===== src/rtl/word_breaker.sv =====
// Pops 32-bit words from the FIFO read side and streams them out as byte chunks
// on a valid/ready interface, absorbing the FIFO's one-cycle registered read latency.
module word_breaker #(
    parameter int WORD_SIZE = 32,
    parameter int BYTE_SIZE = 8,
    parameter bit MSB_FIRST = 1'b0
) (
    input  logic                 clock,
    input  logic                 reset,
    input  logic                 fifo_empty,
    output logic                 fifo_rd_en,
    input  logic [WORD_SIZE-1:0] fifo_data,
    output logic                 byte_valid,
    input  logic                 byte_ready,
    output logic [BYTE_SIZE-1:0] byte_data,
    output logic                 byte_last,
    output logic                 busy
);

    localparam int NUM_BYTES = WORD_SIZE / BYTE_SIZE;
    localparam int IDX_W     = (NUM_BYTES < 2) ? 1 : $clog2(NUM_BYTES);
    localparam logic [IDX_W-1:0] LAST_IDX = IDX_W'(NUM_BYTES - 1);

    if ((WORD_SIZE % BYTE_SIZE) != 0 || NUM_BYTES < 2) begin : g_bad_params
        $error("word_breaker: WORD_SIZE must be a multiple of BYTE_SIZE with at least two chunks");
    end

    typedef enum logic [1:0] {
        IDLE = 2'd0,
        WAIT = 2'd1,
        SEND = 2'd2
    } state_t;

    state_t               state_q, state_d;
    logic [WORD_SIZE-1:0] shift_q, shift_d;
    logic [IDX_W-1:0]     idx_q,   idx_d;
    logic [BYTE_SIZE-1:0] chunk;

    // The chunk on the wire always sits at the end of the register that shifts out first.
    assign chunk = MSB_FIRST ? shift_q[WORD_SIZE-1 -: BYTE_SIZE] : shift_q[BYTE_SIZE-1:0];

    always_comb begin
        state_d    = state_q;
        shift_d    = shift_q;
        idx_d      = idx_q;
        fifo_rd_en = 1'b0;

        case (state_q)
            IDLE: begin
                if (!fifo_empty && !reset) begin
                    fifo_rd_en = 1'b1;
                    state_d    = WAIT;
                end
            end
            WAIT: begin
                shift_d = fifo_data;
                idx_d   = '0;
                state_d = SEND;
            end
            SEND: begin
                if (byte_ready) begin
                    if (idx_q == LAST_IDX) begin
                        state_d = IDLE;
                    end else begin
                        shift_d = MSB_FIRST ? (shift_q << BYTE_SIZE) : (shift_q >> BYTE_SIZE);
                        idx_d   = idx_q + 1'b1;
                    end
                end
            end
            default: begin
                state_d = IDLE;
            end
        endcase
    end

    always_ff @(posedge clock) begin
        if (reset) begin
            state_q <= IDLE;
            shift_q <= '0;
            idx_q   <= '0;
        end else begin
            state_q <= state_d;
            shift_q <= shift_d;
            idx_q   <= idx_d;
        end
    end

    // Stream outputs depend on registered state only, never on byte_ready.
    assign byte_valid = (state_q == SEND);
    assign byte_data  = byte_valid ? chunk : '0;
    assign byte_last  = byte_valid && (idx_q == LAST_IDX);
    assign busy       = (state_q != IDLE);

endmodule


===== config.mk =====
export PLATFORM = sky130hd
export DESIGN_NAME = word_breaker
export DESIGN_NICKNAME = d
export VERILOG_FILES = /design/src/rtl/word_breaker.sv
export SDC_FILE = /design/constraint.sdc
export NUM_CORES = 1
export LEC_CHECK = 0
export ABC_CLOCK_PERIOD_IN_PS = 2500
export BUFFER_PORTS_ARGS = -buffer_cell sky130_fd_sc_hd__clkbuf_2
export CAP_MARGIN = 0
export CORE_ASPECT_RATIO = 0.5
export CORE_MARGIN = 8
export CORE_UTILIZATION = 33
export CTS_BUF_LIST = sky130_fd_sc_hd__clkbuf_8
export DETAILED_ROUTE_END_ITERATION = 10
export GPL_ROUTABILITY_DRIVEN = 0
export PLACE_DENSITY_LB_ADDON = 0.2
export SLEW_MARGIN = 20
export SYNTH_ARGS = -nofsm -noshare
export SYNTH_HDL_FRONTEND = slang
export SYNTH_SLANG_ARGS = --single-unit

===== constraint.sdc =====
create_clock -name clock -period 2.5 [get_ports clock]
set_clock_uncertainty 0.15 [all_clocks]
set_input_delay 0.5 -clock clock [delete_from_list [all_inputs] [get_ports clock]]
set_output_delay 0.5 -clock clock [all_outputs]
set_load 0.02 [all_outputs]

* Word level (Yosys, flattened, before mapping)
Cells that the tools add are included.
** Storage, ports and cells
- Flip-flop bits (word level) :: 36
- Input bits :: 36
- Output and inout bits :: 12
** Operators by class
- Add/subtract/negate cells :: 1
- Equality and inequality tests :: 7
- Multiplexer cells :: 13
- Reduce and logical (&&, ||, !) cells :: 9
** Operators with widths (number)
- two-way mux 32 bit :: 2
- case mux 32 bit (2 select lines) :: 1
- two-way mux 2 bit :: 5
- two-way mux 8 bit :: 1
- case mux 2 bit (3 select lines) :: 1
- AND reduction 3 bit :: 2
- equality test 2 bit, second input constant :: 2
- inequality test 2 x 1 -> 1 bit, second input constant :: 2
- inequality test 2 bit, second input constant :: 2
- case mux 2 bit (2 select lines) :: 1
- nonzero test 2 bit :: 2
- adder 2 x 1 -> 2 bit, second input constant :: 1
- equality test 2 x 1 -> 1 bit, second input constant :: 1
- logical AND 1 bit :: 2
- zero test 1 bit :: 2
- zero test 2 bit :: 1
- two-way mux 1 bit :: 2

* Logic depth before layout (Yosys ltp)
Gate-level depths: netlist of run 1.
- Depth after elaboration :: 4
- Gate-level depth with buffers :: 7

* Worst setup path after synthesis of run 1
OpenSTA, ideal clock, no wires.
- Kind :: register to output
- Start point :: reg state_q[0]
- End point :: out byte_data[0]
- Data arrival time :: 1360 ps
- Required time :: 1850 ps
- Path slack :: 490 ps
- Stages on the path, launching flop included :: 6
- Path buffers :: 2
- Path through :: dfxtp_1 > nand2b_1 > buf_2 > inv_2 > clkbuf_1 > and2_1
** On the way
- Longest elaborated chain between the ends :: 2
** RTL lines
- start: declaration :: RTL line 34 : state_t state_q, state_d;
- start signal: assignment :: RTL line 82 : state_q <= state_d;
- equality test 2 bit :: RTL line 89 : assign byte_valid = (state_q == SEND);
- net byte_valid :: RTL line 13 : output logic byte_valid,
- two-way mux 8 bit :: RTL line 90 : assign byte_data = byte_valid ? chunk : '0;
- end: declaration :: RTL line 15 : output logic [BYTE_SIZE-1:0] byte_data,
The timed path passes the listed nets, and every way through them passes these cells.

* Final worst setup path of run 1
- Start point :: reg state_q[0]
- End point :: out byte_valid
** On the way
- Longest elaborated chain between the ends :: 1
** RTL lines (RTL line)
- equality test 2 bit :: 89
- end: declaration :: 13
Every way passes these cells.

==> results.cfg, run 1 <==
[status]
outcome = finished, final reports clean

[sta]
fin_crit_sh_pct = 90.89
whs_ns = 0.2311
fin_ws_ns = 0.2277
min_period_ns = 2.272
fmax_ghz = 0.4401
setup-violations-final = 0
final_max_slew_viol_count = 0
tightest_slew_ns = 0.5338
hold_viol = 0
setup_tns_ns = 0
rsz0062_at_grt = false
slew_headroom_pct = 64.34

[cts]
path_clk_slew_ns = 0.07
cts.sinks = 36
insertion_delay_ns = 0.29
h-tree-depth = 2
hold_buffers = 0
cts_root_buf = clkbuf_8
cts_resized = 0
cts_setup_buffers = 0
cts_buffers = 5
clock_path_buffers = 2
tritoncts = yes

[yosys]
synth_mux_area_share_pct = 0
yosysWarningCount = 0
synth_compound_gate_area_share_pct = 25.52
yosysSeqAreaShare_pct = 41.17
syn_nets = 230
syn_area_per_cell_um2 = 9.070
synth-xor-area-share_pct = 0
syn-cell-area_um2 = 1750
synth_top_family_by_area = simple AND/OR/NAND/NOR gates
synthCells = 193
synth_cell_type_count = 25
synthSimpleGateAreaFrac_pct = 25.59
ys_seq_elements = 36
synth_fa_ha_area_share_pct = 0.7148

[global_route]
use_met1_pct = 15.16
grtUsageMet2_pct = 17.03
grt_pass1_vias = 1591
grt_use_met3_pct = 4.326
antenna_found_initial = 0
busiest_layer = met2
grt_overflow = 0
grt_max_degree = 26
grt_usage_pct = 11.65
grt_pass1_wl_um = 7555

[power_and_ir_drop]
vdd_drop_max_v = 0.0003187
power_density_nw_per_um2 = 732.9
leakagePower_nw = 0.8942

[floorplan]
ios = 48
dieWidth_um = 119
initial_core_util_pct = 34.85
core_um2 = 5022
rows = 18
die_h_um = 67.50
die_area_um2 = 8033

[detailed_routing]
dr_total_vias = 1548
drc_errors = 0
via_per_inst = 5.010
drtAntennaViolNets = 0
dr.pass1.iters = 4
routed_wl_um = 4486
wl_per_cell_um = 14.52
first_iter_violations = 84

[finish]
fin_util_pct = 44.15
drive_above_1_share_pct = 38.08
layout.nets = 275
final_cells = 309
diodes = 0
area_growth_pct = 26.66
fillers = 501

[setup_path]
cp_max_fo = 18
worstSetupEndpointType = output port
rr_worst_depth = 6
rrSetupSlack_ns = 0.52
crit_arrival_ns = 1.62
critical_path_required_ns = 1.85
endpoint = byte_valid
crit_path_start = state_q[0]$_SDFFE_PP0P_
path_class = register to output port
startpoint_type = register
r2r-end = shift_q[13]$_SDFFE_PP0P_
r2r-start = idx_q[0]$_SDFFE_PP0P_

[placed_design]
dpl.cell_count = 301
portBuffers = 47
pre_cts_slack_ns = 0.4881
dpl.hpwl_um = 3309

[run]
drv_cap = 0

[min_path]
hp-class = input pin to register
## flip-flops by register name, indices dropped and copies added (netlist names)
| signal | cells |
|---|---|
| idx_q | 2 |
| shift_q | 32 |
| state_q | 2 |
## cells in the final DEF, fill, tap and decap left out, types with 2 or more instances in the layout
master     instances
nand2_1           49
clkbuf_2          47
dfxtp_1           36
nor3_1            26
a311oi_2          20
buf_4             10
and2_1             8
a22o_1             8
clkbuf_8           5
a311oi_1           4
inv_1              3
a21oi_1            3
bufinv_16          3
nand2b_1           2
nor2_1             2
o32ai_1            2
## area by class of cell
| cell class | instances | area (µm²) | area share [%] |
|---|---|---|---|
| inverters | 4 | 15.01 | 0.6772 |
| flip-flops and latches | 36 | 720.7 | 32.51 |
| repair buffers | 57 | 310.3 | 14.00 |
| clock buffers | 5 | 68.82 | 3.104 |
| multi-input cells | 134 | 924.6 | 41.70 |
| clock inverters | 3 | 90.09 | 4.063 |
| well taps | 70 | 87.58 | 3.950 |
## cell usage after synthesis
master    count  area, µm²
nand2_1      49      183.9
dfxtp_1      36      720.7
nor3_1       26      130.1
a311oi_2     20      300.3
buf_2        11      55.05
a22o_1        8      70.07
and2_1        8      50.05
a311oi_1      4      35.03
a21oi_1       3      15.01
buf_6         3      33.78
clkbuf_1      3      11.26
inv_1         3      11.26
buf_1         2      7.510
nand2b_1      2      12.51
nor2_1        2      7.510
nor2b_1       2      12.51
nor4bb_1      2      20.02
o32ai_1       2      17.52
a31o_2        1      8.760
ha_1          1      12.51
inv_2         1      3.750
nor3_2        1      10.01
nor4b_1       1      8.760
or2_1         1      6.260
or2_2         1      6.260
## stage by stage
stage / area (µm²) / power [W]
floorplan: 1750 / 0.0008521
finish: 2217 / 0.001625
detailed placement: 2058 / 0.0009280
CTS: 2217 / 0.001640
global placement: 2058 / 0.0009218
global route: 2217 / 0.001700
## how the worst min path moves through the flow
stage	start	end	slack (ns)	cells past startpoint
after global placement	shift_q[26]$_SDFFE_PP0P_	shift_q[26]$_SDFFE_PP0P_	0.32	1
after floorplan	shift_q[24]$_SDFFE_PP0P_	shift_q[24]$_SDFFE_PP0P_	0.30	1
after global routing	fifo_empty	state_q[0]$_SDFFE_PP0P_	0.25	2
after detailed placement	shift_q[30]$_SDFFE_PP0P_	shift_q[30]$_SDFFE_PP0P_	0.33	1
final	fifo_empty	state_q[0]$_SDFFE_PP0P_	0.23	2
after CTS	fifo_empty	state_q[0]$_SDFFE_PP0P_	0.22	2
## per-layer routing
metal  wire length, µm  vias to the layer above  part of all wire [%]
li1                  -                      791                     -
met2              1836                       35                    41
met1              2307                      714                    51
met4                64                        0                   1.4
met3               278                        8                   6.2
met5                 0                        -                     0
## power breakdown
group          leakage [nW]  switching, W  internal [W]  total, W
combinational         0.521      0.000143      0.000117  0.000260
clock                0.0784      0.000214      0.000499  0.000713
sequential            0.295     0.0000294      0.000623  0.000652
total                 0.894      0.000386       0.00124   0.00162
## cells by family after synthesis
kind of cell / after synthesis
fa+ha+maj: 1
compound gates: 38
simple gates: 95
buf+inv: 23
flops: 36
## worst max-delay path, stage by stage (launching register included)
cell and delay (ns):
dfxtp_1 0.40, nand2b_1 0.21, inv_2 0.23, buf_4 0.28
clkbuf_2 0.21
No activity file was read; power rests on OpenSTA's default activity.
==> run 2: changes to the inputs <==
RECOVER_POWER = 25   (was default)
==> run 2 against run 1 <==
  * Sequential power about the same
  * Non-clock buffer count is the same
  * Setup slack gained 0.036 ns
  * Wire length is essentially flat
==> results.cfg, run 2 (same netlist as run 1, synthesis figures left out) <==
[placed_design]
pre_cts_slack_ns = 0.4881
dpl.hpwl_um = 3309
placed_area_um2 = 2058
portBuffers = 47
dpl.cell_count = 301

[setup_path]
crit_path_start = state_q[0]$_SDFFE_PP0P_
worstSetupEndpointType = output port
r2r-end = shift_q[25]$_SDFFE_PP0P_
critical_path_required_ns = 1.85
slowest_delay_ns = 0.38
crit_arrival_ns = 1.59
slowest_stage = dfxtp_1
rr_worst_depth = 5
cp_cell_sequence = nand2b_1 -> inv_2 -> buf_4 -> clkbuf_2
cp.depth = 4
path_class = register to output port
rrSetupSlack_ns = 0.37
cp_max_fo = 18
endpoint = byte_valid
r2r-start = idx_q[0]$_SDFFE_PP0P_
critPathTopFamily = buffers and inverters
worst-path-buf-inv = 3
startpoint_type = register

[sta]
hold_viol = 0
fmax_ghz = 0.4472
rsz0062_at_grt = false
fin_ws_ns = 0.2641
fin_crit_sh_pct = 89.44
final_max_slew_viol_count = 0
tightest_slew_ns = 0.8262
setup_tns_ns = 0
setup-violations-final = 0
slew_headroom_pct = 44.49
min_period_ns = 2.236

[run]
drv_cap = 0

[finish]
layout.nets = 275
largest_register = shift_q
largest_register_ffs = 32
final_cells = 309
fin_area_um2 = 2193
area_growth_pct = 25.30
fin_util_pct = 43.67
layout_common_cells = nand2_1 (49), clkbuf_2 (47), dfxtp_1 (36)
final_common_cell = nand2_1
drive_above_1_share_pct = 36.82
diodes = 0
top_regs = shift_q: 32 flops, idx_q: 2 flops, state_q: 2 flops

[global_route]
grt_usage_pct = 11.65
antenna_found_initial = 0
grt_pass1_vias = 1591
grt_pass1_wl_um = 7555
grt_max_degree = 26
grt_overflow = 0

[power_and_ir_drop]
power_density_nw_per_um2 = 738.9
vdd_drop_max_v = 0.0003183
leakagePower_nw = 0.8875

[floorplan]
dieWidth_um = 119
die_h_um = 67.50
ios = 48
die_area_um2 = 8033
initial_core_util_pct = 34.85
rows = 18
core_um2 = 5022

[cts]
cts_buffers = 5
path_clk_slew_ns = 0.07
cts_root_buf = clkbuf_8
tritoncts = yes
clock_path_buffers = 2
h-tree-depth = 2
insertion_delay_ns = 0.29
cts_setup_buffers = 0
cts.sinks = 36
cts_resized = 0
hold_buffers = 0

[detailed_routing]
routed_wl_um = 4490
first_iter_violations = 82
drtAntennaViolNets = 0
dr.pass1.iters = 4
wl_per_cell_um = 14.53
dr_total_vias = 1553
via_per_inst = 5.026
drc_errors = 0

[status]
outcome = finished, final reports clean

[min_path]
hp-class = input pin to register
-- run 2: cell types whose count changed in the layout (fill, tap and decap cells not counted), sizes merged --
cell | previous run | this run
buf | 10 | 9
clkbuf | 52 | 53
-- run 2: worst register-to-register path: cells and delay by family, from the launching register on --
family                     cells  cell delay (ns)
AOI/OAI and AO/OA              1             0.25
adders and majority gates      1             0.25
buffers and inverters          1             0.25
DFF                            1             0.38
and+or+nand+nor                2             0.79
-- run 2: layer usage --
layer	GRT usage [%]	vias to the layer above	part of all wire, %
met5	0	-	0
met1	15.16	720	51
met4	5.148	0	1.4
met2	17.03	35	41
li1	-	790	-
met3	4.326	8	6.2
-- run 2: power by group --
group	leakage, nW	switching [W]	internal (W)
combinational	0.514	0.000143	0.000114
sequential	0.295	0.0000287	0.000623
clock	0.0784	0.000214	0.000499
-- run 2: how the worst min path moves through the flow --
stage                     cells past startpoint                startpoint  slack, ns                  endpoint
after floorplan                               1  shift_q[24]$_SDFFE_PP0P_       0.30  shift_q[24]$_SDFFE_PP0P_
after global placement                        1  shift_q[26]$_SDFFE_PP0P_       0.32  shift_q[26]$_SDFFE_PP0P_
after detailed placement                      1  shift_q[30]$_SDFFE_PP0P_       0.33  shift_q[30]$_SDFFE_PP0P_
after CTS                                     2                fifo_empty       0.22   state_q[0]$_SDFFE_PP0P_
after global routing                          2                fifo_empty       0.25   state_q[0]$_SDFFE_PP0P_
final                                         2                fifo_empty       0.23   state_q[0]$_SDFFE_PP0P_
-- run 2: through the flow --
stage                     hold WS [ns]  power (W)
final                           0.2309   0.001621
after global placement          0.3171  0.0009218
after floorplan                 0.2992  0.0008521
after CTS                       0.2229   0.001640
after detailed placement        0.3266  0.0009280
after global routing            0.2458   0.001695
-- run 2: layout make-up --
| cell class | count | area, µm² |
|---|---|---|
| fillers | 506 | 2829 |
| well taps | 70 | 87.58 |
| clock buffers | 5 | 68.82 |
| clock inverters | 3 | 90.09 |
| flip-flops and latches | 36 | 720.7 |
| inverters | 4 | 15.01 |
| repair buffers | 57 | 306.5 |
| multi-input cells | 134 | 904.6 |
==> run 3: changes to the inputs <==
CELL_PAD_IN_SITES_DETAIL_PLACEMENT = 0   (was default)
CELL_PAD_IN_SITES_GLOBAL_PLACEMENT = 1   (was default)
==> run 3 against run 2 <==
  * Sequential share of layout area increased by 0.81 points
  * Non-clock buffer count is 1 lower
  * Maximum frequency up 0.17%
  * Die area stayed put
  * Flip-flop and latch count unchanged
  * Sequential power is essentially flat
  * Design area fell by 2.4%
  * Combinational power about the same
  * Clock-buffer cell count is the same
  * Critical path depth up 1
  * Utilization shrank 1.0 points
==> results.cfg, run 3 (same netlist as run 1, synthesis figures left out) <==
[setup_path]
rr_worst_depth = 5
crit_arrival_ns = 2.27
path_class = register to register
cp_max_fo = 25
slowest_delay_ns = 0.55
critPathTopFamily = simple AND/OR/NAND/NOR gates
worstSetupEndpointType = register
cp_cell_sequence = ha_1 -> nor4bb_1 -> clkbuf_2 -> nor3_2 -> a22o_1
worst-path-buf-inv = 1
r2r-start = idx_q[0]$_SDFFE_PP0P_
r2r-end = shift_q[26]$_SDFFE_PP0P_
rrSetupSlack_ns = 0.27
critical_path_required_ns = 2.53
slowest_stage = clkbuf_2
startpoint_type = register

[placed_design]
portBuffers = 47
dpl.hpwl_um = 3262
placed_area_um2 = 2051

[detailed_routing]
routed_wl_um = 4550
dr_total_vias = 1533
drtAntennaViolNets = 0
wl_per_cell_um = 14.77
via_per_inst = 4.977
drc_errors = 0
first_iter_violations = 51
dr.pass1.iters = 4

[global_route]
grt_usage_pct = 11.39
grt_max_degree = 26
grt_pass1_wl_um = 7362
antenna_found_initial = 0
grt_overflow = 0
grt_pass1_vias = 1521

[floorplan]
rows = 18
initial_core_util_pct = 34.85
dieWidth_um = 119
core_um2 = 5022
die_h_um = 67.50
die_area_um2 = 8033
ios = 48

[finish]
area_growth_pct = 22.30
largest_register = shift_q
regArea_um2 = 720.7
diodes = 0
final_common_cell = nand2_1
layout_common_cells = nand2_1 (49), clkbuf_2 (48), dfxtp_1 (36)
fin_area_um2 = 2141
multi_input_area_um2 = 909.6
drive_above_1_share_pct = 36.97
top_regs = shift_q: 32 flops, idx_q: 2 flops, state_q: 2 flops
largest_register_ffs = 32
fillers = 528
layout.nets = 274

[cts]
cts_setup_buffers = 0
hold_buffers = 0
insertion_delay_ns = 0.29
cts.sinks = 36
cts_buffers = 5
path_clk_slew_ns = 0.07
cts_root_buf = clkbuf_8
tritoncts = yes
cts_resized = 0
h-tree-depth = 2
clock_path_buffers = 2

[sta]
fmax_ghz = 0.4480
slew_headroom_pct = 61.81
tightest_slew_ns = 0.5729
setup_tns_ns = 0
setup-violations-final = 0
final_max_slew_viol_count = 0
hold_viol = 0
fin_crit_sh_pct = 89.28
rsz0062_at_grt = false
min_period_ns = 2.232

[power_and_ir_drop]
leakagePower_nw = 0.8670
power_density_nw_per_um2 = 659.6
vdd_drop_max_v = 0.0002160

[min_path]
hp-class = input pin to register
min_to = state_q[0]$_SDFFE_PP0P_
min_path_cells = 2
hp-start = fifo_empty

[status]
outcome = finished, final reports clean

[run]
drv_cap = 0
run 3: cell types whose count changed in the layout (fill, tap and decap cells not counted):
| cell | change |
|---|---|
| bufinv_16 | -2 |
| buf_4 | -1 |
| clkbuf_1 | -1 |
| clkbuf_2 | +1 |
| clkinv_2 | +1 |
| inv_1 | +1 |
| nor3_1 | -1 |
| nor3_2 | +1 |
run 3: stage by stage:
step / total power (W) / setup slack [ns] / hold WS [ns] / utilization, % / cells
finish: 0.001412 / 0.2679 / 0.2338 / 42.63 / 308
floorplan: 0.0008521 / 0.4897 / 0.2992 / - / 193
detailed placement: 0.0009258 / 0.5585 / 0.3198 / 40.83 / 300
global placement: 0.0009201 / 0.6136 / 0.3162 / 40.83 / 300
global route: 0.001480 / 0.1713 / 0.2365 / 42.63 / 308
CTS: 0.001428 / 0.3086 / 0.2275 / 42.97 / 308
run 3: report_power, final:
| part | switching, W | leakage, nW | total (W) | internal (W) |
|---|---|---|---|---|
| clock | 0.000213 | 0.0593 | 0.000505 | 0.000292 |
| combinational | 0.000142 | 0.512 | 0.000256 | 0.000114 |
| sequential | 0.0000277 | 0.295 | 0.000650 | 0.000623 |
| total | 0.000384 | 0.867 | 0.00141 | 0.00103 |
run 3: layer usage:
| layer | vias up | wire length [µm] | GRT usage, % | share of wire (%) |
|---|---|---|---|---|
| met5 | - | 0 | 0 | 0 |
| met4 | 0 | 68 | 5.148 | 1.5 |
| met3 | 8 | 258 | 4.493 | 5.7 |
| met2 | 30 | 1766 | 16.82 | 39 |
| met1 | 708 | 2456 | 14.53 | 54 |
| li1 | 787 | - | - | - |
run 3: area by class of cell:
class                   count  share of cell area (%)
well taps                  70                   4.091
clock inverters             3                   1.812
repair buffers             56                   14.03
clock buffers               5                   3.214
multi-input cells         134                   42.49
flip-flops and latches     36                   33.66
inverters                   4                  0.7013
run 3: worst max path at each step:
stage                            start                  endpoint  slack (ns)  depth (start not counted)
4_1_cts        state_q[0]$_SDFFE_PP0P_              byte_data[7]        0.31                          4
6_report         idx_q[0]$_SDFFE_PP0P_  shift_q[26]$_SDFFE_PP0P_        0.27                          5
5_1_grt          idx_q[0]$_SDFFE_PP0P_  shift_q[28]$_SDFFE_PP0P_        0.17                          5
2_1_floorplan  state_q[0]$_SDFFE_PP0P_              byte_data[0]        0.49                          5
3_3_place_gp                byte_ready  shift_q[29]$_SDFFE_PP0P_        0.61                          5
3_5_place_dp                byte_ready  shift_q[28]$_SDFFE_PP0P_        0.56                          5
